<file path="src/rtl/rom_arbiter_if.sv">
// rom_arbiter_if: pipeline/ROM bus shared with rom_arbiter.
// master = pipeline + ROM side, slave = arbiter side.
interface rom_arbiter_if #(
    parameter int ADDR_W = 12,
    parameter int DATA_W = 32
);
    logic              if_req;
    logic [ADDR_W-1:0] if_addr;
    logic              if_ack;
    logic [DATA_W-1:0] if_inst;
    logic              mem_req;
    logic [ADDR_W-1:0] mem_addr;
    logic              mem_ack;
    logic [DATA_W-1:0] mem_data;
    logic              flush;
    logic              stallreq;
    logic              rom_ce;
    logic [ADDR_W-1:0] rom_addr;
    logic [DATA_W-1:0] rom_inst;

    modport master (
        output if_req, if_addr, mem_req, mem_addr, flush, rom_inst,
        input  if_ack, if_inst, mem_ack, mem_data, stallreq, rom_ce, rom_addr
    );

    modport slave (
        input  if_req, if_addr, mem_req, mem_addr, flush, rom_inst,
        output if_ack, if_inst, mem_ack, mem_data, stallreq, rom_ce, rom_addr
    );
endinterface

</file>
<file path="src/rtl/rom_arbiter.sv">
// rom_arbiter: shares one combinational instruction ROM between IF fetch
// and MEM loads. One grant per cycle, data returned in the grant cycle,
// MEM has priority, the requester just served sits out the next decision.
// Optional macro ROM_ARB_PERF_EN adds saturating perf counters
// (o_perf_if_wait, o_perf_mem_gnt).
module rom_arbiter #(
    parameter int ADDR_W = 12,
    parameter int DATA_W = 32
) (
    input  logic        i_clk,
    input  logic        i_rst,
    rom_arbiter_if.slave bus
`ifdef ROM_ARB_PERF_EN
    ,
    output logic [31:0] o_perf_if_wait,
    output logic [31:0] o_perf_mem_gnt
`endif
);

    typedef enum logic [1:0] {
        IDLE    = 2'd0,
        GNT_IF  = 2'd1,
        GNT_MEM = 2'd2
    } state_t;

    state_t            r_state;
    logic [ADDR_W-1:0] r_addr_q;
    logic              r_gnt_if;
    logic              r_gnt_mem;

    logic w_mem_elig;
    logic w_if_elig;
    logic w_grant;
    logic w_if_ack;
    logic w_stallreq;

    // The request being served this cycle is still held high; it must not
    // win the next decision, otherwise one side could monopolise the ROM.
    always_comb begin
        w_mem_elig = bus.mem_req & (r_state != GNT_MEM);
        w_if_elig  = bus.if_req  & (r_state != GNT_IF);
    end

    // Arbitration FSM: MEM first (older instruction), then IF unless flushed.
    always_ff @(posedge i_clk) begin
        if (i_rst) begin
            r_state   <= IDLE;
            r_addr_q  <= '0;
            r_gnt_if  <= 1'b0;
            r_gnt_mem <= 1'b0;
        end else if (w_mem_elig) begin
            r_state   <= GNT_MEM;
            r_addr_q  <= bus.mem_addr;
            r_gnt_if  <= 1'b0;
            r_gnt_mem <= 1'b1;
        end else if (w_if_elig && !bus.flush) begin
            r_state   <= GNT_IF;
            r_addr_q  <= bus.if_addr;
            r_gnt_if  <= 1'b1;
            r_gnt_mem <= 1'b0;
        end else begin
            r_state   <= IDLE;
            r_gnt_if  <= 1'b0;
            r_gnt_mem <= 1'b0;
        end
    end

    // A flush landing on an IF grant kills the ack but leaves the ROM read
    // running; the wasted access has no side effects.
    always_comb begin
        w_grant    = r_gnt_if | r_gnt_mem;
        w_if_ack   = r_gnt_if & ~bus.flush;
        w_stallreq = bus.if_req & ~w_if_ack & ~bus.flush;
    end

    assign bus.rom_ce   = w_grant;
    assign bus.rom_addr = w_grant ? r_addr_q : '0;
    assign bus.if_ack   = w_if_ack;
    assign bus.if_inst  = w_if_ack ? bus.rom_inst : '0;
    assign bus.mem_ack  = r_gnt_mem;
    assign bus.mem_data = r_gnt_mem ? bus.rom_inst : '0;
    assign bus.stallreq = w_stallreq;

`ifdef ROM_ARB_PERF_EN
    logic [31:0] r_perf_if_wait;
    logic [31:0] r_perf_mem_gnt;

    // Saturating perf counters: IF stall cycles and MEM grant cycles.
    always_ff @(posedge i_clk) begin
        if (i_rst) begin
            r_perf_if_wait <= '0;
            r_perf_mem_gnt <= '0;
        end else begin
            if (w_stallreq && (r_perf_if_wait != 32'hFFFF_FFFF))
                r_perf_if_wait <= r_perf_if_wait + 32'd1;
            if (r_gnt_mem && (r_perf_mem_gnt != 32'hFFFF_FFFF))
                r_perf_mem_gnt <= r_perf_mem_gnt + 32'd1;
        end
    end

    assign o_perf_if_wait = r_perf_if_wait;
    assign o_perf_mem_gnt = r_perf_mem_gnt;
`endif

endmodule

</file>
<file path="src/flat_wrapper.sv">
// flat-port wrapper written by rule: the top's interface ports become plain ports
module rom_arbiter_flat 
#(
    parameter int ADDR_W = 12,
    parameter int DATA_W = 32
)
  (i_clk, i_rst, bus_if_req, bus_if_addr, bus_mem_req, bus_mem_addr, bus_flush, bus_rom_inst, bus_if_ack, bus_if_inst, bus_mem_ack, bus_mem_data, bus_stallreq, bus_rom_ce, bus_rom_addr);
  rom_arbiter_if #(.ADDR_W(ADDR_W), .DATA_W(DATA_W)) bus_i ();
  input  logic i_clk;
  input  logic i_rst;
  input wire logic [$bits(bus_i.if_req)-1:0] bus_if_req;
  input wire logic [$bits(bus_i.if_addr)-1:0] bus_if_addr;
  input wire logic [$bits(bus_i.mem_req)-1:0] bus_mem_req;
  input wire logic [$bits(bus_i.mem_addr)-1:0] bus_mem_addr;
  input wire logic [$bits(bus_i.flush)-1:0] bus_flush;
  input wire logic [$bits(bus_i.rom_inst)-1:0] bus_rom_inst;
  output wire logic [$bits(bus_i.if_ack)-1:0] bus_if_ack;
  output wire logic [$bits(bus_i.if_inst)-1:0] bus_if_inst;
  output wire logic [$bits(bus_i.mem_ack)-1:0] bus_mem_ack;
  output wire logic [$bits(bus_i.mem_data)-1:0] bus_mem_data;
  output wire logic [$bits(bus_i.stallreq)-1:0] bus_stallreq;
  output wire logic [$bits(bus_i.rom_ce)-1:0] bus_rom_ce;
  output wire logic [$bits(bus_i.rom_addr)-1:0] bus_rom_addr;
  assign bus_i.if_req = bus_if_req;
  assign bus_i.if_addr = bus_if_addr;
  assign bus_i.mem_req = bus_mem_req;
  assign bus_i.mem_addr = bus_mem_addr;
  assign bus_i.flush = bus_flush;
  assign bus_i.rom_inst = bus_rom_inst;
  assign bus_if_ack = bus_i.if_ack;
  assign bus_if_inst = bus_i.if_inst;
  assign bus_mem_ack = bus_i.mem_ack;
  assign bus_mem_data = bus_i.mem_data;
  assign bus_stallreq = bus_i.stallreq;
  assign bus_rom_ce = bus_i.rom_ce;
  assign bus_rom_addr = bus_i.rom_addr;
  rom_arbiter #(.ADDR_W(ADDR_W), .DATA_W(DATA_W)) u_core (.i_clk(i_clk), .i_rst(i_rst), .bus(bus_i));
endmodule
</file>
<file path="config.mk">
export PLATFORM = sky130hd
export DESIGN_NAME = rom_arbiter_flat
export DESIGN_NICKNAME = d
export VERILOG_FILES = /design/src/rtl/rom_arbiter_if.sv /design/src/rtl/rom_arbiter.sv /design/src/flat_wrapper.sv
export SDC_FILE = /design/constraint.sdc
export NUM_CORES = 1
export LEC_CHECK = 0
export BUFFER_PORTS_ARGS = -buffer_cell sky130_fd_sc_hd__buf_2
export CORE_MARGIN = 2
export CORE_UTILIZATION = 36
export CTS_CLUSTER_SIZE = 14
export DETAILED_ROUTE_END_ITERATION = 10
export HOLD_SLACK_MARGIN = 0.02
export PLACE_DENSITY = 0.81
export SYNTH_ARGS = -nofsm -noshare
export SYNTH_HDL_FRONTEND = slang
export SYNTH_SLANG_ARGS = --single-unit
</file>
<file path="constraint.sdc">
create_clock -name i_clk -period 2.7 [get_ports i_clk]
set_clock_uncertainty 0.05 [all_clocks]
set_input_delay 0.135 -clock i_clk [delete_from_list [all_inputs] [get_ports i_clk]]
set_output_delay 0.135 -clock i_clk [all_outputs]
set_load 0.01 [all_outputs]
</file>
* Yosys cells after proc, flatten, opt, wreduce, memory -nomap -nowiden
Index checks and enable logic that the tools add are counted.
Cells by class: equality and inequality tests 2, multiplexer cells 9, bitwise operators 8, reduce and logical (&&, ||, !) cells 4
Operators with widths (number):
- 32-bit two-way mux | 2
- 12-bit two-way mux | 3
- 1-bit bitwise AND | 5
- 1-bit two-way mux | 3
- 2-bit two-way mux | 1
- 2-bit by 1-bit inequality test with 1-bit output, second input constant | 1
- 2-bit inequality test, second input constant | 1
- 1-bit inverter | 2
- 2-bit nonzero test | 1
- 2-bit OR reduction | 1
- 1-bit logical AND | 1
- 1-bit logical NOT | 1
- 1-bit bitwise OR | 1
Storage, ports and cells: bits in registers 16, bits of input ports 61, word-level logic and storage cells 28

* Longest topological paths before layout
Gate-level depths: netlist of run 1.
word-level depth 5, mapped depth 4, gate-level depth less buffers 3

* Worst setup path after synthesis of run 1
Ideal clock, no wire load.
path kind register to output, start point register u_core.r_gnt_mem, in the netlist u_core.bus.mem_ack, end point output port bus_rom_addr[0], data arrival time 1118 ps, setup slack 1397 ps, stages on the path, launching flop included 5, path buffers 2, cells stage by stage dfxtp_1 buf_2 nor2_1 clkbuf_1 and2b_1
Between the ends: cells in the longest elaborated chain, start to end 2
RTL lines:
- start: declaration | line rom_arbiter.sv:29 | logic r_gnt_mem;
- start signal: assignment | line rom_arbiter.sv:50 | r_gnt_mem <= 1'b0;
- start signal: assignment | line rom_arbiter.sv:55 | r_gnt_mem <= 1'b1;
- start signal: assignment | line rom_arbiter.sv:60 | r_gnt_mem <= 1'b0;
- 1-bit bitwise OR | line rom_arbiter.sv:71 | w_grant = r_gnt_if | r_gnt_mem;
- 12-bit two-way mux | line rom_arbiter.sv:77 | assign bus.rom_addr = w_grant ? r_addr_q : '0;
- end: declaration | line flat_wrapper.sv:23 | output wire logic [$bits(bus_i.rom_addr)-1:0] bus_rom_addr;
Every way passes these cells.

==> insert_results.sql, run 1 <==
INSERT INTO impl_metrics (metric_group, metric, value, unit) VALUES
('critical_path', 'critPathCapture', 'bus_if_inst[28]', ''),
('synth', 'synth_largest_area_cell', 'and2_1', ''),
('clocking', 'cts_made_buffers', '3', ''),
('drt', 'final_antenna_net_count', '0', ''),
('critical_path', 'timing.reg2reg.setup_slack', '0.92', 'ns'),
('drt', 'wl_per_cell', '13.40', 'microns'),
('clocking', 'clk_path_buf_depth', '2', ''),
('clocking', 'number_of_h_tree_levels', '1', ''),
('synth', 'synth-async-reset-ratio', '0', '%'),
('run', 'maxCapViolations', '0', ''),
('synth', 'syn_area', '1295', 'sq um'),
('global_routing', 'first_global_vias', '1607', ''),
('critical_path', 'cp-startpoint', 'u_core.r_state[0]', ''),
('sta', 'setup_repair_after_global_routing_missed_its_margin', 'no', ''),
('synth', 'ys.flop_type', 'dfxtp_1', ''),
('sta', 'period_needed', '2.106', 'ns'),
('clocking', 'clock_insertion_delay_worst_skew', '0.29', 'ns'),
('critical_path', 'cp-end-kind', 'output pin', ''),
('clocking', 'cts.clk_slew.worst_paths', '0.08', 'ns'),
('placement', 'port_buffers', '140', ''),
('critical_path', 'regToRegStartpoint', 'u_core.bus.mem_ack', ''),
('synth', 'ys_ff_latch', '14', ''),
('critical_path', 'crit_type', 'reg -> out', ''),
('synth', 'synth_cell_type_count', '22', ''),
('drt', 'via_count', '1681', ''),
('global_routing', 'grt_max_degree', '34', ''),
('floorplan', 'dieHeight', '63.98', 'microns'),
('synth', 'yosysWarningCount', '0', ''),
('clocking', 'clock_tree_from_tritoncts', 'yes', ''),
('sta', 'final_min_period_over_clock_period', '78.00', '%'),
('floorplan', 'num_rows', '21', ''),
('critical_path', 'crit_required', '2.52', 'ns'),
('cells_and_area', 'diodes', '0', ''),
('synth', 'syn-mean-instance-area', '7.708', 'sq um'),
('global_routing', 'grt.overflow.total', '0', ''),
('placement', 'detailedPlacementHpwl', '3.601', 'mm'),
('critical_path', 'reg2reg_depth', '4', ''),
('clocking', 'cts-root-buf', 'clkbuf_4', ''),
('power', 'pwr_density_cell', '278.3', 'nW/um^2'),
('cells_and_area', 'register_area', '280.3', 'sq um'),
('sta', 'worst_slew_margin_rel', '41.61', '%'),
('cells_and_area', 'fillerInstances', '316', ''),
('drt', 'viasPerCell', '4.915', ''),
('drt', 'drc', '0', ''),
('synth', 'netlist_top_cells_area', 'and2_1, dfxtp_1, a311oi_2', ''),
('sta', 'final-setup-viol-count', '0', ''),
('synth', 'synth_edf_count', '0', ''),
('clocking', 'post_cts_resized', '0', ''),
('critical_path', 'crit_fanout', '33', ''),
('global_routing', 'grt_antenna_before_repair', '0', ''),
('clocking', 'hold_buffers', '0', ''),
('floorplan', 'initial_core_util', '38.21', '%'),
('power', 'ir_worst_vdd', '0.1120', 'mV'),
('synth', 'syn-num-nets', '229', ''),
('sta', 'timing.final.max_slew_violations', '0', ''),
('sta', 'achievable-frequency', '474.8', 'MHz'),
('cells_and_area', 'final_util', '59.25', '%'),
('synth', 'ys_seq_area_share', '21.64', '%'),
('hold_path', 'min-delay-path-class', 'in -> reg', ''),
('clocking', 'cts.sink_count', '14', ''),
('drt', 'drt_wl_total', '4.583', 'mm'),
('run_status', 'status', 'completed', ''),
('sta', 'tightest_slew', '0.8749', 'ns'),
('power', 'p_total', '558.9', 'uW'),
('sta', 'timing.final.hold_violations', '0', ''),
('floorplan', 'io-pin-count', '141', ''),
('floorplan', 'fp.dieArea', '4093', 'sq um'),
('placement', 'dpl_worst_slack', '0.9046', 'ns'),
('cells_and_area', 'finish.net_count', '359', ''),
('global_routing', 'wire_length_of_the_first_global_routing_pass', '7.113', 'mm'),
('cells_and_area', 'post_route_cells_drive_above_1_share', '53.04', '%');
==> state kept, by name, summed over array words and instances (netlist names) <==
name / flops
u_core.bus.mem_ack: 1
u_core.r_state: 1
u_core.r_addr_q: 12
==> cell type report <==
type                       count  area share (%)
timing repair buffer         142           35.64
clock buffer                   3           1.121
inverter                       3          0.5607
multi-input combinational    134           45.86
tap                           46           2.866
sequential                    14           13.96
==> where the power goes <==
group / switching (mW) / total [mW] / internal [mW] / leakage, nW
clock: 0.0690 / 0.121 / 0.0519 / 0.0138
sequential: 0.00885 / 0.232 / 0.223 / 0.116
combinational: 0.107 / 0.206 / 0.0990 / 1.03
total: 0.185 / 0.559 / 0.374 / 1.16
==> cells in the mapped netlist (2+ instances only) <==
cell type	count
o21ai_1	9
nand2b_1	2
inv_1	2
nor2b_1	3
o21ai_0	3
a311oi_2	9
clkbuf_1	7
nor2_1	3
a211oi_1	12
and2_1	64
dfxtp_1	14
buf_2	6
buf_4	3
a311oi_1	3
and2b_1	10
nand3_1	12
==> stage by stage <==
stage	cell area [sq um]	hold WS, ns	instances
finish	2008	0.08016	342
global route	2008	0.09608	342
CTS	2008	0.08350	342
detailed placement	1986	0.3797	339
global placement	1986	0.3741	339
floorplan	1295	0.1571	168
==> how the worst min path moves through the flow <==
stage / startpoint / end / slack (ns) / cells after the start
after CTS: bus_if_addr[4] / u_core.r_addr_q[4] / 0.08 / 3
after global placement: bus_if_addr[4] / u_core.r_addr_q[4] / 0.37 / 3
after detailed placement: bus_if_addr[4] / u_core.r_addr_q[4] / 0.38 / 3
after global routing: bus_if_addr[5] / u_core.r_addr_q[5] / 0.1 / 3
after floorplan: i_rst / u_core.r_addr_q[3] / 0.16 / 1
final: bus_if_addr[4] / u_core.r_addr_q[4] / 0.08 / 3
==> logic make-up after synthesis <==
kind of cell    synth area share, %
simple gates                  46.47
compound gates                24.64
flops                         21.64
buf+inv                       7.246
==> per-layer routing <==
metal / wire (microns) / vias up / global-route usage (%)
met5: 0 / - / 0
met4: 57 / 0 / 5.978
met3: 403 / 7 / 4.577
met2: 2310 / 83 / 38.67
met1: 1813 / 760 / 24.97
li1: - / 831 / -
==> cells in the final DEF (no fill, tap or decap) <==
master	synthesis	final
buf_2	6	140
and2_1	64	64
dfxtp_1	14	14
nand3_1	12	12
a211oi_1	12	12
and2b_1	10	10
o21ai_1	9	9
a311oi_2	9	9
nor2_1	3	3
nor2b_1	3	3
o21ai_0	3	3
a311oi_1	3	3
clkbuf_4	0	3
nand2b_1	2	2
inv_1	2	2
buf_4	3	2
inv_2	1	1
nor2_2	1	1
a21o_1	1	1
nor2b_2	1	1
nor4b_1	1	1
==> worst max-delay path, cell delays in order, from the launching register on <==
cell     delay (ns)
dfxtp_1        0.40
inv_2          0.14
nor2_2         0.71
and2_1         0.24
buf_2          0.13
Note: power is estimated with default switching activity, not from simulation.
==> run 2, diff against run 1 <==
--- a/config.mk
+++ b/config.mk
@@ -5,13 +5,14 @@
 export SDC_FILE = /design/constraint.sdc
 export NUM_CORES = 1
 export LEC_CHECK = 0
+export ABC_AREA = 1
 export BUFFER_PORTS_ARGS = -buffer_cell sky130_fd_sc_hd__buf_2
 export CORE_MARGIN = 2
 export CORE_UTILIZATION = 36
 export CTS_CLUSTER_SIZE = 14
 export DETAILED_ROUTE_END_ITERATION = 10
 export HOLD_SLACK_MARGIN = 0.02
-export PLACE_DENSITY = 0.81
+export PLACE_DENSITY = 0.78
 export SYNTH_ARGS = -nofsm -noshare
 export SYNTH_HDL_FRONTEND = slang
 export SYNTH_SLANG_ARGS = --single-unit
==> constraint.sdc (replaced) <==
create_clock -name i_clk -period 2 [get_ports i_clk]
set_clock_uncertainty 0.05 [all_clocks]
set_input_delay 0.1 -clock i_clk [delete_from_list [all_inputs] [get_ports i_clk]]
set_output_delay 0.1 -clock i_clk [all_outputs]
set_load 0.01 [all_outputs]
==> run 2 against run 1 <==
Effect of this change:
- global-route usage down 3.8 points
- cell area up 6.8%
- setup slack worse by 0.45 ns
- clock power up 130%
- hold slack better by 0.011 ns
- area after synthesis up 6.8%
- core utilization down 1.1 points
- register-to-register slack worse by 0.28 ns
- non-clock buffer count up 2
- sequential share of layout area down 0.89 points
- via count up 13%
==> insert_results.sql, run 2 <==
INSERT INTO impl_metrics (metric_group, metric, value, unit) VALUES
('run_status', 'status', 'completed', ''),
('cells_and_area', 'most-common-layout-cells', 'buf_2, inv_1, nand2_1, nor2_1', ''),
('critical_path', 'timing.critical_path.mode_cell', 'nor2_1', ''),
('critical_path', 'r2r-end', 'u_core.r_addr_q[8]', ''),
('hold_path', 'hold_depth', '2', ''),
('clocking', 'cts-root-buf', 'clkbuf_8', ''),
('synth', 'synth_top_area_share', '22.53', '%'),
('sta', 'timing.final.max_slew_violations', '0', ''),
('placement', 'port_buffers', '140', ''),
('synth', 'synth_cell_type_count', '20', ''),
('sta', 'tightest_slew', '0.9195', 'ns'),
('synth', 'post-synth-top-count-cell', 'inv_1', ''),
('clocking', 'post_cts_resized', '0', ''),
('cells_and_area', 'finish.net_count', '467', ''),
('placement', 'postPlaceCellArea', '2069', 'sq um'),
('sta', 'final_min_period_over_clock_period', '92.95', '%'),
('hold_path', 'worst_hold_path.endpoint', 'u_core.r_addr_q[2]', ''),
('drt', 'detailedRoute.firstPassIterationCount', '4', ''),
('floorplan', 'initial_core_util', '37.48', '%'),
('power', 'ir_worst_vdd', '0.3659', 'mV'),
('critical_path', 'cpPeakStageDelay', '0.67', 'ns'),
('cells_and_area', 'post_route_cells_drive_above_1_share', '38.52', '%'),
('global_routing', 'global_route_usage_over_all_layers', '17.52', '%'),
('clocking', 'cts.sink_count', '14', ''),
('clocking', 'cts_post_setup_buffers_inserted', '0', ''),
('clocking', 'clock_tree_from_tritoncts', 'yes', ''),
('sta', 'achievable-frequency', '537.9', 'MHz'),
('sta', 'worst_slew_margin_rel', '38.63', '%'),
('cells_and_area', 'leading_cell_type_in_the_layout_fill_and_taps_excluded', 'buf_2', ''),
('critical_path', 'crit_slowest_cell', 'inv_1', ''),
('drt', 'viasPerCell', '4.181', ''),
('power', 'p_total', '892.3', 'uW'),
('power', 'power_switching', '285.9', 'uW'),
('power', 'netSwitchingFraction', '32.04', '%'),
('cells_and_area', 'largest-register', 'u_core.r_addr_q', ''),
('critical_path', 'crit_required', '1.85', 'ns'),
('critical_path', 'regToRegStartpoint', 'u_core.bus.mem_ack', ''),
('global_routing', 'grt_antenna_before_repair', '0', ''),
('floorplan', 'design.core.area', '3689', 'sq um'),
('floorplan', 'io-pin-count', '141', ''),
('floorplan', 'num_rows', '22', ''),
('critical_path', 'reg2reg_depth', '7', ''),
('power', 'internal-power', '606.4', 'uW'),
('synth', 'synth_simple_gate_area_share', '44.80', '%'),
('synth', 'muxShareOfSynthArea', '0', '%'),
('clocking', 'number_of_h_tree_levels', '1', ''),
('synth', 'synth.cells.most_frequent', 'inv_1, nand2_1, nor2_1', ''),
('cells_and_area', 'fillerInstances', '412', ''),
('clocking', 'cts_made_buffers', '3', ''),
('drt', 'final_antenna_net_count', '0', ''),
('synth', 'synth_largest_area_cell', 'inv_1', ''),
('synth', 'syn_area', '1383', 'sq um'),
('sta', 'setup_repair_after_global_routing_missed_its_margin', 'yes', ''),
('power', 'p_clk_share', '30.6', '%'),
('synth', 'largest_family_of_logic_cells_by_synthesized_area', 'simple AND/OR/NAND/NOR gates', ''),
('synth', 'syn-num-nets', '330', ''),
('drt', 'detailedRoute.firstIterationViolations', '59', ''),
('global_routing', 'first_global_vias', '1489', ''),
('sta', 'totalNegativeSetupSlack', '0', 'ns'),
('cells_and_area', 'diodes', '0', ''),
('clocking', 'cts.clk_slew.worst_paths', '0.06', 'ns'),
('power', 'cellLeakagePower', '1.663', 'nW'),
('synth', 'syn-mean-instance-area', '5.140', 'sq um'),
('synth', 'synth-async-reset-ratio', '0', '%'),
('global_routing', 'grt.overflow.total', '0', ''),
('critical_path', 'cp-end-kind', 'output pin', ''),
('floorplan', 'fp.dieArea', '4352', 'sq um'),
('critical_path', 'count_of_buffering_cells_on_the_critical_path_with_inverters_included', '3', ''),
('global_routing', 'wire_length_of_the_first_global_routing_pass', '6.210', 'mm'),
('synth', 'synth-compound-area-share', '5.430', '%'),
('critical_path', 'crit_fanout', '32', ''),
('sta', 'final-setup-viol-count', '0', ''),
('power', 'combPwrFrac', '34.2', '%'),
('cells_and_area', 'final_design_area_no_fill', '2145', 'sq um'),
('critical_path', 'path_delay_family', 'buffers and inverters', ''),
('drt', 'drt_wl_total', '4.075', 'mm'),
('critical_path', 'cp.arrival', '1.71', 'ns'),
('critical_path', 'crit_type', 'reg -> out', ''),
('synth', 'synth_edf_count', '0', ''),
('power', 'pwr_density_cell', '416.1', 'nW/um^2'),
('cells_and_area', 'largest_register_ffs', '12', ''),
('synth', 'netlist_top_cells_area', 'inv_1, dfxtp_1, nand2_1', ''),
('run', 'maxCapViolations', '0', ''),
('critical_path', 'timing.reg2reg.setup_slack', '0.64', 'ns'),
('synth', 'synth_cells', '269', ''),
('clocking', 'clk_path_buf_depth', '2', ''),
('floorplan', 'dieHeight', '65.97', 'microns'),
('synth', 'synth_adder_area_share', '0', '%'),
('drt', 'via_count', '1894', ''),
('clocking', 'clock_insertion_delay_worst_skew', '0.24', 'ns'),
('floorplan', 'chip_width', '65.97', 'microns'),
('drt', 'drc', '0', ''),
('global_routing', 'grt_max_degree', '33', ''),
('hold_path', 'hold_path.startpoint', 'i_rst', ''),
('critical_path', 'critPathLaunchType', 'flip-flop', ''),
('synth', 'ys_seq_area_share', '20.27', '%'),
('sta', 'timing.final.hold_violations', '0', ''),
('synth', 'ys_ff_latch', '14', ''),
('sta', 'holdWs', '0.09080', 'ns'),
('synth', 'ys.flop_type', 'dfxtp_1', ''),
('synth', 'yosysWarningCount', '0', ''),
('power', 'seq_power_share', '35.1', '%'),
('placement', 'dpl.cell_count', '447', ''),
('placement', 'place_congestion', '0.7580', ''),
('placement', 'detailedPlacementHpwl', '3.293', 'mm'),
('critical_path', 'cp.depth', '5', ''),
('critical_path', 'worstPathCellList', 'inv_2 > nor2_1 > inv_1 > nor2_1 > buf_2', ''),
('synth', 'yosys.area_share.xor_xnor', '0', '%'),
('drt', 'wl_per_cell', '8.996', 'microns'),
('hold_path', 'min-delay-path-class', 'in -> reg', ''),
('cells_and_area', 'synthToLayoutAreaGrowth', '55.11', '%'),
('cells_and_area', 'finish.cell_count_without_fillers', '453', ''),
('sta', 'period_needed', '1.859', 'ns');
[run 2: cell count changes after synthesis, sizes merged, moves of 10 or more]
cell    before  now
nor2         4   56
and2b       10    0
inv          3   85
a311oi      12    0
a211oi      12    0
nand2        0   73
and2        64    0
[run 2: power groups by stage]
stage / combinational (mW) / sequential [mW] / clock [mW]
CTS: 0.308 / 0.313 / 0.278
detailed placement: 0.304 / 0.319 / 0
global route: 0.349 / 0.316 / 0.288
finish: 0.306 / 0.314 / 0.273
global placement: 0.301 / 0.319 / 0
floorplan: 0.185 / 0.317 / 0
[run 2: final cells by class]
type | instances | area [sq um] | share of cell area (%)
clock buffers | 4 | 55.05 | 2.567
repair buffers | 144 | 735.7 | 34.31
multi-input cells | 158 | 694.4 | 32.38
inverters | 85 | 319.1 | 14.88
flip-flops and latches | 14 | 280.3 | 13.07
well taps | 48 | 60.06 | 2.800
[run 2: kinds of logic (layout without fill, tap and decap cells)]
kind of cell           count (synthesis)  in the layout
AOI/OAI and AO/OA                     13             13
buffers and inverters                 97            233
DFF                                   14             14
and+or+nand+nor                      145            145
[run 2: worst reg2reg max path: cells and delay by family, from the launching register on]
family                 cells  cell delay, ns
flip-flops                 1            0.38
AND/OR/NAND/NOR            5            0.50
buffers and inverters      2            0.38
[run 2: worst max path at each step]
stage	slack, ns	endpoint	from
after floorplan	0.71	bus_if_inst[10]	u_core.r_state[0]
after global placement	0.39	bus_if_inst[12]	u_core.r_state[0]
after detailed placement	0.38	bus_if_inst[5]	u_core.r_state[0]
after CTS	0.12	bus_if_inst[5]	u_core.r_state[0]
after global routing	-0.02	bus_if_inst[4]	u_core.r_state[0]
final	0.14	bus_if_inst[9]	u_core.r_state[0]
[run 2: metal layers]
metal  global-route usage [%]  up-vias  routed length (microns)
li1                         -     1014                        -
met1                    20.62      782                     1672
met2                    32.58       89                     1918
met3                    2.215        9                      406
met4                    5.612        0                       77
met5                        0        -                        0
[run 2: timing repair]
item | CTS | global route
setup endpoints to repair | 0 | 2
hold endpoints to repair | 2 | 0
hold buffers | 2 | 0
[run 2: through the flow]
step,util (%),setup WS (ns)
2_1_floorplan,-,0.7073
3_3_place_gp,56.11,0.3873
3_5_place_dp,56.11,0.3843
4_1_cts,58.14,0.1200
5_1_grt,58.14,-0.01533
6_report,58.14,0.1411
